===== config.mk =====
export PLATFORM = sky130hd
export DESIGN_NAME = seq_alu
export DESIGN_NICKNAME = d
export VERILOG_FILES = /design/src/rtl/seq_alu.sv
export SDC_FILE = /design/constraint.sdc
export NUM_CORES = 1
export LEC_CHECK = 0
export ABC_AREA = 1
export CORE_MARGIN = 2
export CORE_UTILIZATION = 45
export DETAILED_ROUTE_END_ITERATION = 12
export PLACE_DENSITY = 0.68
export SLEW_MARGIN = 20
export SYNTH_ARGS = -nofsm -noshare
export SYNTH_HDL_FRONTEND = slang
export SYNTH_SLANG_ARGS = --single-unit

===== constraint.sdc =====
create_clock -name CLK -period 3.74 [get_ports CLK]
set_clock_uncertainty 0.1 [all_clocks]
set_input_delay 0.748 -clock CLK [delete_from_list [all_inputs] [get_ports CLK]]
set_output_delay 0.748 -clock CLK [all_outputs]
set_load 0.05 [all_outputs]

===== src/rtl/seq_alu.sv =====
// Multi-cycle ALU: eight single-cycle logic/arithmetic ops plus iterative MULU/DIVU behind start/done.
// Define SEQ_ALU_DIV_EN to build the restoring divider; without it op 9 reports illegal.
module seq_alu #(
    parameter int WIDTH = 32,
    parameter int CNT_W = $clog2(WIDTH + 1)
) (
    input  logic             CLK,
    input  logic             Reset,
    input  logic             start,
    input  logic [3:0]       ALUOp,
    input  logic             ALUSrcB,
    input  logic [WIDTH-1:0] inputData1,
    input  logic [WIDTH-1:0] inputData2,
    input  logic [WIDTH-1:0] extendInputData,
    output logic             busy,
    output logic             done,
    output logic [WIDTH-1:0] result,
    output logic [WIDTH-1:0] resultHi,
    output logic             zero,
    output logic             illegal
);

    localparam logic [1:0] S_IDLE = 2'd0;
    localparam logic [1:0] S_ITER = 2'd1;
    localparam logic [1:0] S_DONE = 2'd2;

    logic [1:0]       state;
    logic [CNT_W-1:0] cnt;
    logic [WIDTH-1:0] hi;
    logic [WIDTH-1:0] lo;
    logic [WIDTH-1:0] b_reg;
    logic [WIDTH-1:0] hi_nxt;
    logic [WIDTH-1:0] lo_nxt;
    logic [WIDTH:0]   mul_sum;
    logic [WIDTH-1:0] opb;
    logic [WIDTH-1:0] quick;
    logic             quick_ill;
    logic             iter_op;
`ifdef SEQ_ALU_DIV_EN
    logic             is_div;
    logic [WIDTH:0]   div_shift;
    logic [WIDTH-1:0] div_diff;
    logic             div_ge;
`endif

    always_comb begin
        opb = ALUSrcB ? extendInputData : inputData2;
`ifdef SEQ_ALU_DIV_EN
        iter_op = (ALUOp == 4'd8) || (ALUOp == 4'd9);
`else
        iter_op = (ALUOp == 4'd8);
`endif
    end

    always_comb begin
        quick     = '0;
        quick_ill = 1'b0;
        case (ALUOp)
            4'd0:    quick = inputData1 + opb;
            4'd1:    quick = inputData1 - opb;
            4'd2:    quick = opb - inputData1;
            4'd3:    quick = inputData1 | opb;
            4'd4:    quick = inputData1 & opb;
            4'd5:    quick = ~inputData1 & opb;
            4'd6:    quick = inputData1 ^ opb;
            4'd7:    quick = inputData1 ~^ opb;
            default: quick_ill = 1'b1;
        endcase
    end

    // {hi,lo} is shared: multiplier shifts right (product builds from the top),
    // divider shifts left (remainder in hi, quotient bits enter lo from the bottom).
    always_comb begin
        mul_sum = {1'b0, hi} + (lo[0] ? {1'b0, b_reg} : '0);
        hi_nxt  = mul_sum[WIDTH:1];
        lo_nxt  = {mul_sum[0], lo[WIDTH-1:1]};
`ifdef SEQ_ALU_DIV_EN
        div_shift = {hi, lo[WIDTH-1]};
        div_ge    = div_shift >= {1'b0, b_reg};
        div_diff  = div_shift[WIDTH-1:0] - b_reg;
        if (is_div) begin
            hi_nxt = div_ge ? div_diff : div_shift[WIDTH-1:0];
            lo_nxt = {lo[WIDTH-2:0], div_ge};
        end
`endif
    end

    always_ff @(posedge CLK) begin
        if (!Reset) begin
            state    <= S_IDLE;
            cnt      <= '0;
            hi       <= '0;
            lo       <= '0;
            b_reg    <= '0;
            result   <= '0;
            resultHi <= '0;
            zero     <= 1'b1;
            illegal  <= 1'b0;
`ifdef SEQ_ALU_DIV_EN
            is_div   <= 1'b0;
`endif
        end else begin
            case (state)
                S_IDLE: begin
                    if (start) begin
                        if (iter_op) begin
                            hi    <= '0;
                            lo    <= inputData1;
                            b_reg <= opb;
                            cnt   <= CNT_W'(WIDTH);
`ifdef SEQ_ALU_DIV_EN
                            is_div <= (ALUOp == 4'd9);
`endif
                            state <= S_ITER;
                        end else begin
                            result   <= quick;
                            resultHi <= '0;
                            zero     <= (quick == '0);
                            illegal  <= quick_ill;
                            state    <= S_DONE;
                        end
                    end
                end
                S_ITER: begin
                    hi  <= hi_nxt;
                    lo  <= lo_nxt;
                    cnt <= cnt - CNT_W'(1);
                    if (cnt == CNT_W'(1)) begin
                        result   <= lo_nxt;
                        resultHi <= hi_nxt;
                        zero     <= (lo_nxt == '0);
                        illegal  <= 1'b0;
                        state    <= S_DONE;
                    end
                end
                S_DONE:  state <= S_IDLE;
                default: state <= S_IDLE;
            endcase
        end
    end

    always_comb begin
        busy = (state == S_ITER);
        done = (state == S_DONE);
    end

endmodule

==> results of run 1 <==
==> synthesized netlist by cell type, drive strengths merged, types with 2 or more instances <==
cell	n
nand2	681
inv	416
nor2	237
o21ai	235
a21oi	215
nand3	190
dfxtp	170
ha	129
clkbuf	66
a31oi	51
nor3	50
xor2	43
buf	33
a211oi	29
nand4	21
xnor2	21
o22ai	20
nand3b	17
or2	17
o21bai	14
nor4	11
o21a	11
a21boi	4
o221ai	4
a21o	3
a311oi	3
fa	3
o31ai	3
nor3b	2
==> kinds of logic after synthesis <==
family | share of synthesized area, %
AO/OA/AOI/OAI | 20.6
buffers and inverters | 12.8
adder cells (fa/ha/maj) | 10.3
AND/OR/NAND/NOR | 31.8
XOR/XNOR | 3.46
flip-flops | 21.0
==> stage by stage <==
| stage | utilization (%) | setup WS [ns] | total power, mW |
|---|---|---|---|
| after floorplan | - | -0.0950 | 3.42 |
| after global placement | 59.5 | -1.21 | 4.75 |
| after detailed placement | 59.5 | -1.29 | 4.77 |
| after CTS | 62.4 | -0.233 | 6.65 |
| after global routing | 64.3 | -0.457 | 7.16 |
| final | 64.3 | -0.260 | 6.83 |
==> timing repair <==
action | 4_1_cts | 5_1_grt
pin swaps | 74 | 60
gates resized for setup | 122 | 138
hold buffers | 0 | 0
endpoints found under the hold margin | 0 | 0
endpoints found under the setup margin | 21 | 21
buffers inserted | 15 | 20
==> metal layers <==
metal  GRT usage, %  routed length (um)  part of all wire, %
met1           47.4               29700                   44
met2           56.5               29900                   45
met5              0                   0                    0
met3           4.38                5310                  7.9
met4           11.2                2150                  3.2
==> layout make-up <==
class | count | area (sq um)
repair buffers | 607 | 5140
well taps | 461 | 577
clock buffers | 17 | 425
fillers | 3340 | 12700
flip-flops and latches | 170 | 3400
multi-input cells | 2016 | 11500
inverters | 416 | 1570
clock inverters | 15 | 170
==> worst max path at each step <==
stage	start	end	cells past startpoint
after global placement	inputData1[0]	zero$_SDFFE_PN1P_	29
after global routing	inputData1[0]	zero$_SDFFE_PN1P_	29
after floorplan	inputData1[1]	zero$_SDFFE_PN1P_	27
final	inputData1[0]	zero$_SDFFE_PN1P_	30
after detailed placement	inputData1[0]	zero$_SDFFE_PN1P_	27
after CTS	inputData1[1]	zero$_SDFFE_PN1P_	28
==> worst max-delay path: cells and delay by family <==
family / cells / cell delay (ns)
XOR/XNOR: 1 / 0.15
AO/OA/AOI/OAI: 5 / 0.79
buffers and inverters: 5 / 0.45
AND/OR/NAND/NOR: 17 / 1.60
adder cells (fa/ha/maj): 2 / 0.51
==> power by group through the flow <==
stage | clock [mW] | sequential, mW | combinational [mW]
global route | 1.89 | 1.95 | 3.31
finish | 1.80 | 1.94 | 3.08
global placement | 0 | 1.98 | 2.77
CTS | 1.82 | 1.94 | 2.88
detailed placement | 0 | 1.98 | 2.78
floorplan | 0 | 2.18 | 1.24
==> cells in the final DEF (no fill, tap or decap), drive strengths merged <==
cell and count:
a211oi 29, a21boi 4, a21o 3, a21oi 215, a311oi 3, a31oi 51
buf 441, bufinv 1, clkbuf 20, clkdlybuf4s50 149, clkinv 4, dfxtp 170
dlygate4sd2 9, dlymetal6s2s 5, fa 3, ha 129, inv 426, nand2 681
nand3 190, nand3b 17, nand4 21, nor2 237, nor3 50, nor3b 2
nor4 11, o2111ai 1, o211ai 1, o21a 11, o21ai 235, o21bai 14
o221ai 4, o22ai 20, o31ai 3, or2 17, xnor2 21, xor2 43
==> results.sh, run 1 <==
export IMPL_fmax_mhz=250
export IMPL_reg2reg_to="hi[29]$_SDFFE_PN0P_"
export IMPL_hold_class="reg -> reg"
export IMPL_hold_start="hi[8]$_SDFFE_PN0P_"
export IMPL_ios=172
export IMPL_row_count=69
export IMPL_final_area_sq_mm=0.0228
export IMPL_finalWirelength_um=67000
export IMPL_num_vias=19900
export IMPL_clock_sinks=170
export IMPL_pwr_density_cell_mw_per_mm2=299
export IMPL_synth_seq_cells=170
export IMPL_synth_area_leader_cell="dfxtp_1"
export IMPL_slowest_stage="ha_1"
export IMPL_core_area_sq_mm=0.0355
export IMPL_drt_iter0_markers=1508
export IMPL_min_path_cells=2
export IMPL_synth_cells=2701
export IMPL_finalCriticalPeriod_ns=4.00
export IMPL_yosysUniqueCellTypes=51
export IMPL_synth_area_sq_mm=0.0162
export IMPL_hpwlAfterDp_um=54000
export IMPL_synth_top_cell_area_share_pct=21.0
export IMPL_ys_warn_count=0
export IMPL_slew_limit_headroom_pct=34.4
export IMPL_status="finished, violations left"
export IMPL_clock_path_buffers=2
export IMPL_syn_to_final_growth_pct=40.9
export IMPL_drv_cap=0
export IMPL_slew_violations=0
export IMPL_peakVddDrop_mv=0.505
export IMPL_finalNonFillerCells=3702
export IMPL_dp_cells=3637
export IMPL_die_w_um=194
export IMPL_seq_area_frac_synth_pct=21.0
export IMPL_dieArea_sq_mm=0.0375
export IMPL_setup_ws_ns=-0.260
export IMPL_intPower_mw=4.14
export IMPL_crit_arrival_ns=4.29
export IMPL_synth_avg_cell_area_sq_um=5.99
export IMPL_antenna_found_initial=1
export IMPL_setup_viol_count_final=9
export IMPL_first_pass_iters=6
export IMPL_r2r_start="lo[0]$_SDFFE_PN0P_"
export IMPL_synthFlopType="dfxtp_1"
export IMPL_grt_start_max_net_pins=115
export IMPL_grt_setup_unrepaired="yes"
export IMPL_swShare_pct=39.3
export IMPL_criticalPathCategory="in -> reg"
export IMPL_drc_errors=0
export IMPL_cellLeakagePower_nw=11.5
export IMPL_globalplace_congestion=1.02
export IMPL_power_frac_clock_pct=26.4
export IMPL_crit_path_start_kind="input port"
export IMPL_grt_usage_pct=34.7
export IMPL_cts_htree_levels=4
export IMPL_yosys_top_cells_area="dfxtp_1 (21%), nand2_1 (16%), ha_1 (10%)"
export IMPL_grt_pass1_vias=19000
export IMPL_p_seq_share_pct=28.5
export IMPL_r2r_slack_ns=0.74
export IMPL_antenna_left=0
export IMPL_worst_pin_slew_ns=0.984
export IMPL_tns_ns=-1.10
export IMPL_worst_r2r_cell_count=16
export IMPL_grt_first_pass_wirelength_um=103000
export IMPL_clockRootBuffer="clkbuf_16"
export IMPL_period_share_pct=107
export IMPL_clkTransAtPathRegs_ns=0.08
export IMPL_wl_per_cell_um=18.1
export IMPL_hold_end="hi[8]$_SDFFE_PN0P_"
export IMPL_port_buffers=171
export IMPL_required_ns=4.03
export IMPL_hold_viol_final=0
export IMPL_antennaDiodeCount=0
export IMPL_comb_power_share_pct=45.1
export IMPL_endpoint_kind="register"
export IMPL_worstPathMaxFanout=3
export IMPL_initial_core_util_pct=45.6
export IMPL_cp_slowest_stage_delay_ns=0.35
export IMPL_die_h_um=194
export IMPL_hold_ws_ns=0.369
export IMPL_drive_gt1_share_pct=21.2
export IMPL_numCtsBuffers=17
export IMPL_final_nets=3464
export IMPL_grt_overflow=0
export IMPL_violations="setup timing"
export IMPL_synth_edf_count=0
export IMPL_syn_nets=2937
export IMPL_p_switching_mw=2.69
export IMPL_path_common_cell="nand2_1"
export IMPL_avgViaCountPerCell=5.38
export IMPL_async_flop_share_pct=0
export IMPL_tritoncts="done"
export IMPL_place_area_sq_mm=0.0211
export IMPL_clock_latency_ns=0.44
No activity file was read; power rests on OpenSTA's default activity.
==> run 2: changes to the inputs <==
Settings changed: PLACE_DENSITY 0.68 to 0.66.
Clock period 3.74 ns to 4.2 ns, I/O delays scaled along.
==> run 2 against run 1 <==
- the run now ends clean
- critical path depth down 6
- sequential cell count unchanged
- design area down 4.6%
- setup slack better by 0.35 ns
- power down 13%
- critical path type unchanged
- critical endpoint unchanged
==> results.sh, run 2 (synthesis gave the netlist of run 1 again) <==
export IMPL_slew_violations=0
export IMPL_worstPathMaxFanout=4
export IMPL_clock_path_buffers=2
export IMPL_drv_cap=0
export IMPL_power_mw=5.94
export IMPL_period_share_pct=98.0
export IMPL_core_area_sq_mm=0.0355
export IMPL_swShare_pct=38.0
export IMPL_p_seq_share_pct=29.2
export IMPL_antenna_found_initial=0
export IMPL_hold_viol_final=0
export IMPL_power_frac_clock_pct=28.0
export IMPL_avgViaCountPerCell=5.36
export IMPL_globalplace_congestion=0.986
export IMPL_die_w_um=194
export IMPL_syn_to_final_growth_pct=34.5
export IMPL_pwr_density_cell_mw_per_mm2=273
export IMPL_worst_pin_slew_ns=1.02
export IMPL_grt_first_pass_wirelength_um=100000
export IMPL_finalWirelength_um=65200
export IMPL_num_vias=19400
export IMPL_comb_power_share_pct=42.8
export IMPL_final_common_cell="nand2_1"
export IMPL_dieArea_sq_mm=0.0375
export IMPL_hold_end="lo[19]$_SDFFE_PN0P_"
export IMPL_r2r_slack_ns=0.95
export IMPL_hold_buffers=0
export IMPL_tritoncts="done"
export IMPL_setup_viol_count_final=0
export IMPL_tns_ns=0
export IMPL_status="finished, final reports clean"
export IMPL_final_nets=3375
export IMPL_grt_usage_pct=33.9
export IMPL_drive_gt1_share_pct=17.5
export IMPL_drt_iter0_markers=1437
export IMPL_r2r_start="lo[0]$_SDFFE_PN0P_"
export IMPL_antennaDiodeCount=0
export IMPL_cts_htree_levels=4
export IMPL_crit_arrival_ns=4.40
export IMPL_required_ns=4.49
export IMPL_hpwlAfterDp_um=52100
export IMPL_grt_pass1_vias=18500
export IMPL_drc_errors=0
export IMPL_criticalPathCategory="in -> reg"
export IMPL_clock_sinks=170
export IMPL_crit_path_cell_trace="clkdlybuf4s50_1 -> nor2_2 -> nand3_2 -> nor2_2 -> nand2_2 -> buf_4 -> o21ai_1 -> xor2_1 -> ha_1 -> nand2_2 -> inv_1 -> nand2_1 -> nand2_1 -> a21oi_2 -> nand3b_1 -> nand3_1 -> nand2_2 -> nor2_2 -> nand2_1 -> nor2_1 -> nand3_1 -> o21bai_1 -> nand2_1 -> nand2_1"
export IMPL_hold_start="lo[19]$_SDFFE_PN0P_"
export IMPL_final_cell_mix="nand2_1 (655), inv_1 (399), buf_4 (342)"
export IMPL_intPower_mw=3.68
export IMPL_fillCellCount=3512
export IMPL_clkTransAtPathRegs_ns=0.07
export IMPL_clock_latency_ns=0.44
export IMPL_slew_limit_headroom_pct=31.9
export IMPL_cp_slowest_stage_delay_ns=0.48
export IMPL_grt_setup_unrepaired="yes"
export IMPL_path_common_cell="nand2_1"
export IMPL_ios=172
export IMPL_hold_class="reg -> reg"
export IMPL_finalCriticalPeriod_ns=4.11
export IMPL_grt_start_max_net_pins=120
export IMPL_worst_r2r_cell_count=16
export IMPL_die_h_um=194
export IMPL_reg2reg_to="hi[17]$_SDFFE_PN0P_"
export IMPL_cellLeakagePower_nw=10.9
export IMPL_fmax_mhz=243
export IMPL_crit_path_start="inputData1[8]"
export IMPL_endpoint_kind="register"
export IMPL_slowest_stage="clkdlybuf4s50_1"
export IMPL_clockRootBuffer="clkbuf_16"
export IMPL_port_buffers=171
export IMPL_numCtsBuffers=17
export IMPL_crit_path_start_kind="input port"
export IMPL_row_count=69
export IMPL_initial_core_util_pct=45.6
export IMPL_wl_per_cell_um=18.0
export IMPL_antenna_left=0
export IMPL_min_path_cells=2
export IMPL_p_switching_mw=2.25
export IMPL_peakVddDrop_mv=0.386
export IMPL_grt_overflow=0
export IMPL_first_pass_iters=6
-- run 2: cell count changes in the layout (fill, tap and decap cells not counted), sizes merged --
cell           before  now
buf               441  352
inv               426  418
dlygate4sd2         9    2
clkdlybuf4s50     149  153
dlymetal6s2s        5    9
bufinv              1    3
clkinv              4    6
clkinvlp            0    2
clkdlybuf4s15       0    1
-- run 2: layer usage --
metal | GRT usage [%] | routed length [um]
met3 | 6.12 | 5490
met4 | 10.5 | 1850
met2 | 54.9 | 29100
met1 | 45.7 | 28800
met5 | 0 | 0
-- run 2: area by class of cell --
class                   count  area, sq um  share of cell area [%]
multi-input cells        2016        11200                    51.5
repair buffers            518         4380                    20.1
flip-flops and latches    170         3400                    15.6
inverters                 416         1570                    7.22
well taps                 461          577                    2.65
clock buffers              19          453                    2.08
clock inverters            13          164                   0.753
-- run 2: worst max-delay path by stage --
stage               slack (ns)  cells after the start                       to
floorplan                 0.24                     27        zero$_SDFFE_PN1P_
detailed placement       -0.88                     27        zero$_SDFFE_PN1P_
CTS                      0.004                     27        zero$_SDFFE_PN1P_
global route              -0.1                     28        zero$_SDFFE_PN1P_
finish                    0.09                     24        zero$_SDFFE_PN1P_
global placement         -0.88                     26  result[24]$_SDFFE_PN0P_
-- run 2: power groups by stage --
stage               Sequential [mW]  Combinational (mW)  Clock (mW)
global placement               1.77                2.36           0
finish                         1.73                2.54        1.66
CTS                            1.73                2.43        1.67
floorplan                      1.94                1.10           0
detailed placement             1.77                2.38           0
global route                   1.74                2.76        1.74
-- run 2: stage by stage --
step                      utilization (%)  hold slack, ns  cell area [sq um]  setup WS, ns  std cells
final                                61.3           0.367              21800        0.0861       3613
after floorplan                         -           0.336              16200         0.238       2701
after global routing                 61.3           0.395              21800       -0.0954       3613
after CTS                            60.2           0.366              21300       0.00364       3608
after detailed placement             57.8           0.357              20500        -0.880       3566
after global placement               57.8           0.349              20500        -0.883       3566
-- run 2: repair_timing --
| action | CTS | global route |
|---|---|---|
| gates resized for setup | 57 | 111 |
| setup endpoints to repair | 16 | 16 |
| setup buffers | 10 | 5 |
| endpoints found under the hold margin | 0 | 0 |
| pin swaps | 30 | 46 |
-- run 2: worst max-delay path, delay by kind of cell --
kind	cells	cell delay [ns]
AO/OA/AOI/OAI	3	0.49
XOR/XNOR	1	0.21
adder cells (fa/ha/maj)	1	0.32
buffers and inverters	3	0.70
AND/OR/NAND/NOR	16	1.84
